===== src/rtl/fetch_pkg.sv =====
// Shared types and widths for the 3BC fetch path: sequencer state and the
// address/offset/instruction widths also used by the ROM and decoder.
package fetch_pkg;

    localparam int A_W    = 10;
    localparam int OFF_W  = 8;
    localparam int INST_W = 9;
    localparam int CNT_W  = 16;

    typedef enum logic [1:0] {
        ST_IDLE = 2'd0,
        ST_RUN  = 2'd1,
        ST_HALT = 2'd2
    } state_t;

endpackage


===== src/rtl/pc_next.sv =====
// Next-PC arithmetic for a running program: jump, relative branch or +1.
// Pure combinational so the decoder can reuse it for branch-target checks.
module pc_next #(
    parameter int A_W   = fetch_pkg::A_W,
    parameter int OFF_W = fetch_pkg::OFF_W
) (
    input  logic [A_W-1:0]   i_pc,
    input  logic             i_jump,
    input  logic [A_W-1:0]   i_target,
    input  logic             i_branch_rel,
    input  logic [OFF_W-1:0] i_offset,
    output logic [A_W-1:0]   o_next_pc
);

    logic [A_W-1:0] w_offset_sext;

    // Carry out of the add is dropped, so the PC wraps modulo 2**A_W.
    assign w_offset_sext = {{(A_W-OFF_W){i_offset[OFF_W-1]}}, i_offset};

    always_comb begin
        o_next_pc = i_pc + A_W'(1);
        if (i_jump) begin
            o_next_pc = i_target;
        end else if (i_branch_rel) begin
            o_next_pc = i_pc + w_offset_sext;
        end
    end

endmodule


===== src/rtl/fetch_ctrl.sv =====
// Program counter and fetch sequencer: IDLE -> RUN on Start, RUN -> HALT on
// HaltReq. Every output is a register; DbgState exposes the FSM state.
module fetch_ctrl #(
    parameter int A_W   = fetch_pkg::A_W,
    parameter int OFF_W = fetch_pkg::OFF_W,
    parameter int CNT_W = fetch_pkg::CNT_W
) (
    input  logic                 Clk,
    input  logic                 Reset,
    input  logic                 Start,
    input  logic [A_W-1:0]       StartAddr,
    input  logic                 Stall,
    input  logic                 Jump,
    input  logic [A_W-1:0]       Target,
    input  logic                 BranchRel,
    input  logic [OFF_W-1:0]     Offset,
    input  logic                 HaltReq,
    output logic [A_W-1:0]       InstAddress,
    output logic                 InstValid,
    output logic                 Done,
    output logic [CNT_W-1:0]     CycleCount,
    output fetch_pkg::state_t    DbgState
);

    import fetch_pkg::*;

    state_t           r_state;
    logic [A_W-1:0]   r_pc;
    logic [CNT_W-1:0] r_cnt;
    logic             r_inst_valid;
    logic             r_done;

    state_t           w_state_nxt;
    logic [A_W-1:0]   w_pc_nxt;
    logic [A_W-1:0]   w_pc_run;
    logic [CNT_W-1:0] w_cnt_nxt;
    logic [CNT_W-1:0] w_cnt_inc;

    pc_next #(
        .A_W   (A_W),
        .OFF_W (OFF_W)
    ) u_pc_next (
        .i_pc         (r_pc),
        .i_jump       (Jump),
        .i_target     (Target),
        .i_branch_rel (BranchRel),
        .i_offset     (Offset),
        .o_next_pc    (w_pc_run)
    );

    // The counter sticks at all-ones rather than wrapping.
    assign w_cnt_inc = (r_cnt == {CNT_W{1'b1}}) ? r_cnt : r_cnt + CNT_W'(1);

    always_comb begin
        w_state_nxt = r_state;
        w_pc_nxt    = r_pc;
        w_cnt_nxt   = r_cnt;
        case (r_state)
            ST_IDLE, ST_HALT: begin
                if (Start) begin
                    w_state_nxt = ST_RUN;
                    w_pc_nxt    = StartAddr;
                    w_cnt_nxt   = '0;
                end
            end
            ST_RUN: begin
                // Halt wins over Stall and still counts the halt instruction.
                if (HaltReq) begin
                    w_state_nxt = ST_HALT;
                    w_cnt_nxt   = w_cnt_inc;
                end else if (!Stall) begin
                    w_pc_nxt  = w_pc_run;
                    w_cnt_nxt = w_cnt_inc;
                end
            end
            default: begin
                w_state_nxt = ST_IDLE;
            end
        endcase
    end

    always_ff @(posedge Clk or posedge Reset) begin
        if (Reset) begin
            r_state      <= ST_IDLE;
            r_pc         <= '0;
            r_cnt        <= '0;
            r_inst_valid <= 1'b0;
            r_done       <= 1'b0;
        end else begin
            r_state      <= w_state_nxt;
            r_pc         <= w_pc_nxt;
            r_cnt        <= w_cnt_nxt;
            r_inst_valid <= (w_state_nxt == ST_RUN);
            r_done       <= (w_state_nxt == ST_HALT);
        end
    end

    assign InstAddress = r_pc;
    assign InstValid   = r_inst_valid;
    assign Done        = r_done;
    assign CycleCount  = r_cnt;
    assign DbgState    = r_state;

endmodule


===== config.mk =====
export PLATFORM = sky130hd
export DESIGN_NAME = fetch_ctrl
export DESIGN_NICKNAME = d
export VERILOG_FILES = /design/src/rtl/fetch_pkg.sv /design/src/rtl/pc_next.sv /design/src/rtl/fetch_ctrl.sv
export SDC_FILE = /design/constraint.sdc
export NUM_CORES = 1
export LEC_CHECK = 0
export CELL_PAD_IN_SITES_DETAIL_PLACEMENT = 1
export CELL_PAD_IN_SITES_GLOBAL_PLACEMENT = 1
export CORE_ASPECT_RATIO = 0.75
export CORE_MARGIN = 2
export CORE_UTILIZATION = 37
export CTS_CLUSTER_DIAMETER = 40
export DETAILED_ROUTE_END_ITERATION = 7
export GPL_TIMING_DRIVEN = 1
export PLACE_DENSITY_LB_ADDON = 0.1
export RECOVER_POWER = 25
export SETUP_SLACK_MARGIN = 0.2
export SYNTH_ARGS = -nofsm -noshare
export SYNTH_HDL_FRONTEND = slang
export SYNTH_SLANG_ARGS = --single-unit

===== constraint.sdc =====
create_clock -name Clk -period 2.8 [get_ports Clk]
set_input_delay 0.42 -clock Clk [delete_from_list [all_inputs] [get_ports Clk]]
set_output_delay 0.42 -clock Clk [all_outputs]
set_load 0.01 [all_outputs]

# == Word level (Yosys, flattened, before mapping) ==
# Cells that the tools add are included.
# word_totals
out_inout_bits,30
ff_bits,30
# classes
n_mux,14
reduce_logical,5
add_sub_neg,3
eq_ne,9
# op_table
operator,n
16-bit 2-to-1 mux,4
10-bit 2-to-1 mux,5
16-bit case mux with 2 select lines,1
10-bit case mux with 2 select lines,1
16-bit by 1-bit adder with 16-bit output (second input constant),1
16-bit equality test (second input constant),1
10-bit by 1-bit adder with 10-bit output (second input constant),1
10-bit adder,1
2-bit inequality test (second input constant),3
2-bit by 1-bit equality test with 1-bit output (second input constant),2
2-bit equality test (second input constant),2
2-bit 2-to-1 mux,2
2-bit case mux with 2 select lines,1
4-bit AND reduction,1
3-bit inequality test (second input constant),1
3-bit AND reduction,1
2-bit zero test,1
2-bit nonzero test,1
2-bit OR reduction,1

# == Longest topological paths before layout ==
# Gate-level depths: netlist of run 1.
# depth
ltp_word,6
mapped_depth,9
mapped_depth_nobuf,9

# == Cells and area by module ==
# From an unflattened synthesis of run 1, not the netlist that was laid out.
# unflattened
hier_cells,260
area_unflattened_um2,2210.9
# by_module_without_submodules
mod,cells_per_inst,area_per_inst_um2,seq_area_each_um2,n_inst
fetch_ctrl,168,1566.5,750.7,1
pc_next,92,644.4,0.0,1

# == Least setup slack after synthesis of run 1 ==
# Ideal clock, no wire load.
# synth_timing
path_kind,input -> register
start,input Offset[0]
end,"register r_pc[8], in the netlist InstAddress[8]"
arrival_ps,1998
required_time_ps,2721
setup_ps,79
n_path_buf,0
cell_stages,9
slack_ps,723
path_cell_list,nand2b_1 ha_1 fa_1 a211oi_1 o21bai_1 a31oi_1 nor2_1 a21oi_1 a2bb2oi_1
# synth_between
elab_chain_len,6
# synth_lines
element,line_no,rtl
from (decl),fetch_ctrl.sv:16,"input logic [OFF_W-1:0] Offset,"
10-bit adder,pc_next.sv:25,o_next_pc = i_pc + w_offset_sext;
10-bit 2-to-1 mux,pc_next.sv:24,end else if (i_branch_rel) begin
10-bit 2-to-1 mux,pc_next.sv:22,if (i_jump) begin
10-bit 2-to-1 mux,fetch_ctrl.sv:71,end else if (!Stall) begin
10-bit 2-to-1 mux,fetch_ctrl.sv:68,if (HaltReq) begin
10-bit case mux with 2 select lines,fetch_ctrl.sv:58,case (r_state)
to (signal assigned),fetch_ctrl.sv:91,r_pc <= w_pc_nxt;
to (decl),fetch_ctrl.sv:28,logic [A_W-1:0] r_pc;
# Every way passes these cells. The select of a mux whose other input is x is not followed.
# A chain may end at the register's enable or synchronous reset.

# == Worst setup path after layout of run 1 ==
# layout_timing
start,input BranchRel
end,"register r_pc[8], in the netlist InstAddress[8]"
# layout_between
elab_chain_len,5
# layout_lines
element,line_no,rtl
from (decl),fetch_ctrl.sv:15,"input logic BranchRel,"
10-bit 2-to-1 mux,pc_next.sv:24,
10-bit 2-to-1 mux,pc_next.sv:22,
10-bit 2-to-1 mux,fetch_ctrl.sv:71,
10-bit 2-to-1 mux,fetch_ctrl.sv:68,
10-bit case mux with 2 select lines,fetch_ctrl.sv:58,
# Every way passes these cells. The select of a mux whose other input is x is not followed.

==> impl_metrics.tcl, run 1 <==
set metrics [dict create \
    dr_total_vias 1882 \
    firstDrtPassIters 4 \
    hp-class "reg2reg" \
    ys_top_cells_by_area "dfrtp_1 (37%), ha_1 (6.1%), xor2_1 (6.0%), nor2_1 (4.2%), a21oi_1 (4.1%)" \
    coreArea_um2 5350 \
    synth_largest_area_cell "dfrtp_1" \
    cap_viol_max_count 1 \
    die_w_um 90.0 \
    p_leak_nw 1.23 \
    seq_area_um2 751 \
    end_kind "flop" \
    grt_max_degree 31 \
    grt_usage 0.197 \
    ys_seq_elements 30 \
    final_layout_size_suffix_gt1_frac 0.0962 \
    drc_errors 0 \
    placed_area_um2 2790 \
    final_nets 336 \
    cts_hold_buf 0 \
    antenna_found_initial 0 \
    post-cts-setup-buffers 0 \
    drt-initial-drc-count 38 \
    initial_core_util 0.384 \
    place_inst 358 \
    yosysWarnings 0 \
    gp_congestion 0.820 \
    portBuffers 64 \
    finalSetupViolations 0 \
    multi_input_area_um2 1240 \
    wirelength_um 5810 \
    fmaxAchievable_mhz 411 \
    grt_overflow 0 \
    critPathMaxFanout 3 \
    ant_nets 0 \
    cts_made_buffers 5 \
    post_drt_wl_per_cell_um 15.9 \
    synth_edf_count 0 \
    crit_chain "clkdlybuf4s50_1 -> nand2b_1 -> ha_1 -> fa_1 -> a211oi_1 -> o21bai_1 -> a31oi_1 -> nor2_1 -> a21oi_1 -> a2bb2oi_1" \
    clk_pin_slew_ps 70 \
    syn_nets 264 \
    grt_pass1_wl_um 9450 \
    drv_slew 31 \
    peakVddDrop_mv 0.310 \
    dieArea_um2 6170 \
    netlist_area_um2 2050 \
    async_flop_share 1.00 \
    pre_cts_slack_ps 34.9 \
    cellPowerDensity_nw_per_um2 635 \
    dp_hpwl_um 4560 \
    hold_violations 0 \
    violations "max-capacitance violations, max-slew violations" \
    rsz0062_at_grt "no" \
    fin_crit_ps 2430 \
    dieHeight_um 68.5 \
    io_pins 65 \
    post-route-period-util 0.868 \
    ctsHtreeMaxLevel 2 \
    crit_slowest_cell "clkdlybuf4s50_1" \
    first_global_vias 1866 \
    fin_tns_setup_ps 0 \
    antennaDiodeCount 0 \
    synth_top_flop_cell "dfrtp_1" \
    fin_ws_ps 368 \
    core.rowCount 23 \
    fillCellCount 634 \
    clk_latency_ps 290 \
    synth_cells 218 \
    yosysSeqAreaShare 0.365 \
    cts_buffer_depth 2 \
    cp.arrival_ps 2640 \
    critPathMaxStageDelay_ps 500 \
    synth_area_per_cell_um2 9.42 \
    design_area_um2 2880 \
    start_kind "input pin" \
    syn2layout_area_growth_pct 40.2 \
    maxSlewHeadroom -0.119 \
    viasPerCell 5.14 \
    clkSinkCount 30 \
    cts_tree "yes" \
    fin_skew_ps 8.07 \
    status "finished with violations" \
    synth_top_area_share 0.365 \
    cts_root_buf "clkbuf_8" \
    worstMarginPinSlew_ps 1680 \
    cts_resized 0 \
    synth.distinct_cells 49 \
    final_cells 366 \
    total_power_mw 1.83 \
    path_class "in2reg" \
    worstPathRequired_ps 3010 \
]
-- cell usage in the layout (no fill, tap or decap), drive strengths merged, types with 2 or more instances in the layout --
master,instances
clkbuf,8
nand2,15
nand3,8
nand4,4
xor2,14
a211oi,5
a21o,4
mux2i,5
a31oi,4
nor4,2
ha,10
and3,4
o22ai,2
nor2b,2
a221o,2
o21ai,17
nor3,6
dfrtp,30
nor2,24
and2,8
inv,3
xnor2,6
nand2b,5
and4,2
a21oi,18
clkdlybuf4s50,63
buf,7
-- final timing paths --
kind	startpoint	end	slack [ps]	cells past startpoint
worst max register to register	InstAddress[0]	InstAddress[8]	640	8
worst max-delay path	BranchRel	InstAddress[8]	370	10
worst min-delay path	InstAddress[4]	InstAddress[4]	550	2
min in group asynchronous	Reset	CycleCount[9]	1160	3
worst min register to register	InstAddress[4]	InstAddress[4]	550	2
max in group asynchronous	Reset	InstAddress[8]	670	3
-- cell usage after synthesis, drive strengths merged (5+ instances only) --
library cell,count
nand2,15
a211oi,5
nor2,24
o21ai,17
dfrtp,30
xnor2,6
nand3,8
nor3,6
ha,10
and2,8
nand2b,5
xor2,14
mux2i,5
a21oi,18
-- registers in the layout, indices dropped and copies added (netlist names) --
name and cells:
Done 1, DbgState 2, CycleCount 16, InstAddress 10, InstValid 1
-- through the flow --
| step | util | hold slack (ps) |
|---|---|---|
| 4_1_cts | 0.539 | 530 |
| 3_3_place_gp | 0.522 | 524 |
| 5_1_grt | 0.538 | 578 |
| 6_report | 0.538 | 546 |
| 3_5_place_dp | 0.522 | 541 |
| 2_1_floorplan | - | 511 |
-- routing by layer --
layer / vias to the layer above / share of wire / track usage / routed length [µm]
li1: 924 / - / - / -
met1: 912 / 0.52 / 0.284 / 2990
met2: 42 / 0.43 / 0.301 / 2520
met3: 4 / 0.046 / 0.0489 / 268
met4: 0 / 0.0052 / 0.0462 / 30
met5: - / 0 / 0 / 0
-- layout make-up --
cell class / count / area share
multi-input cells: 178 / 0.429
flip-flops and latches: 30 / 0.261
repair buffers: 72 / 0.242
well taps: 75 / 0.0326
clock buffers: 7 / 0.0300
inverters: 3 / 0.00391
clock inverters: 1 / 0.00174
-- cell families (layout without fill, tap and decap cells) --
family	count (synthesis)	in the layout	share of synthesized area
simple gates	86	86	0.245
compound gates	56	56	0.177
flops	30	30	0.365
xor+xnor	20	20	0.0853
fa+ha+maj	11	11	0.0706
buf+inv	10	83	0.0329
mux	5	5	0.0244
-- where the power goes --
| part | internal [mW] | switching (mW) | leakage [nW] |
|---|---|---|---|
| combinational | 0.426 | 0.416 | 0.791 |
| sequential | 0.518 | 0.0952 | 0.389 |
| clock | 0.198 | 0.176 | 0.0482 |
-- critical path, delay by kind of cell --
family,cells,cell delay (ps)
AO/OA/AOI/OAI,5,930
adder cells (fa/ha/maj),2,640
buffers and inverters,1,500
AND/OR/NAND/NOR,2,140
Power figures use the tool's default switching activity.
==> inputs of run 2 (changes only) <==
--- a/config.mk
+++ b/config.mk
@@ -16,6 +16,7 @@
 export PLACE_DENSITY_LB_ADDON = 0.1
 export RECOVER_POWER = 25
 export SETUP_SLACK_MARGIN = 0.2
+export SKIP_LAST_GASP = 1
 export SYNTH_ARGS = -nofsm -noshare
 export SYNTH_HDL_FRONTEND = slang
 export SYNTH_SLANG_ARGS = --single-unit
==> results of run 2 <==
Final layout, timing and power as in run 1 (identical DEF).
==> inputs of run 3 (changes only) <==
--- a/config.mk
+++ b/config.mk
@@ -17,6 +17,7 @@
 export RECOVER_POWER = 25
 export SETUP_SLACK_MARGIN = 0.2
 export SKIP_LAST_GASP = 1
+export SLEW_MARGIN = 20
 export SYNTH_ARGS = -nofsm -noshare
 export SYNTH_HDL_FRONTEND = slang
 export SYNTH_SLANG_ARGS = --single-unit
==> results of run 3 <==
Final layout, timing and power as in run 1 (identical DEF).
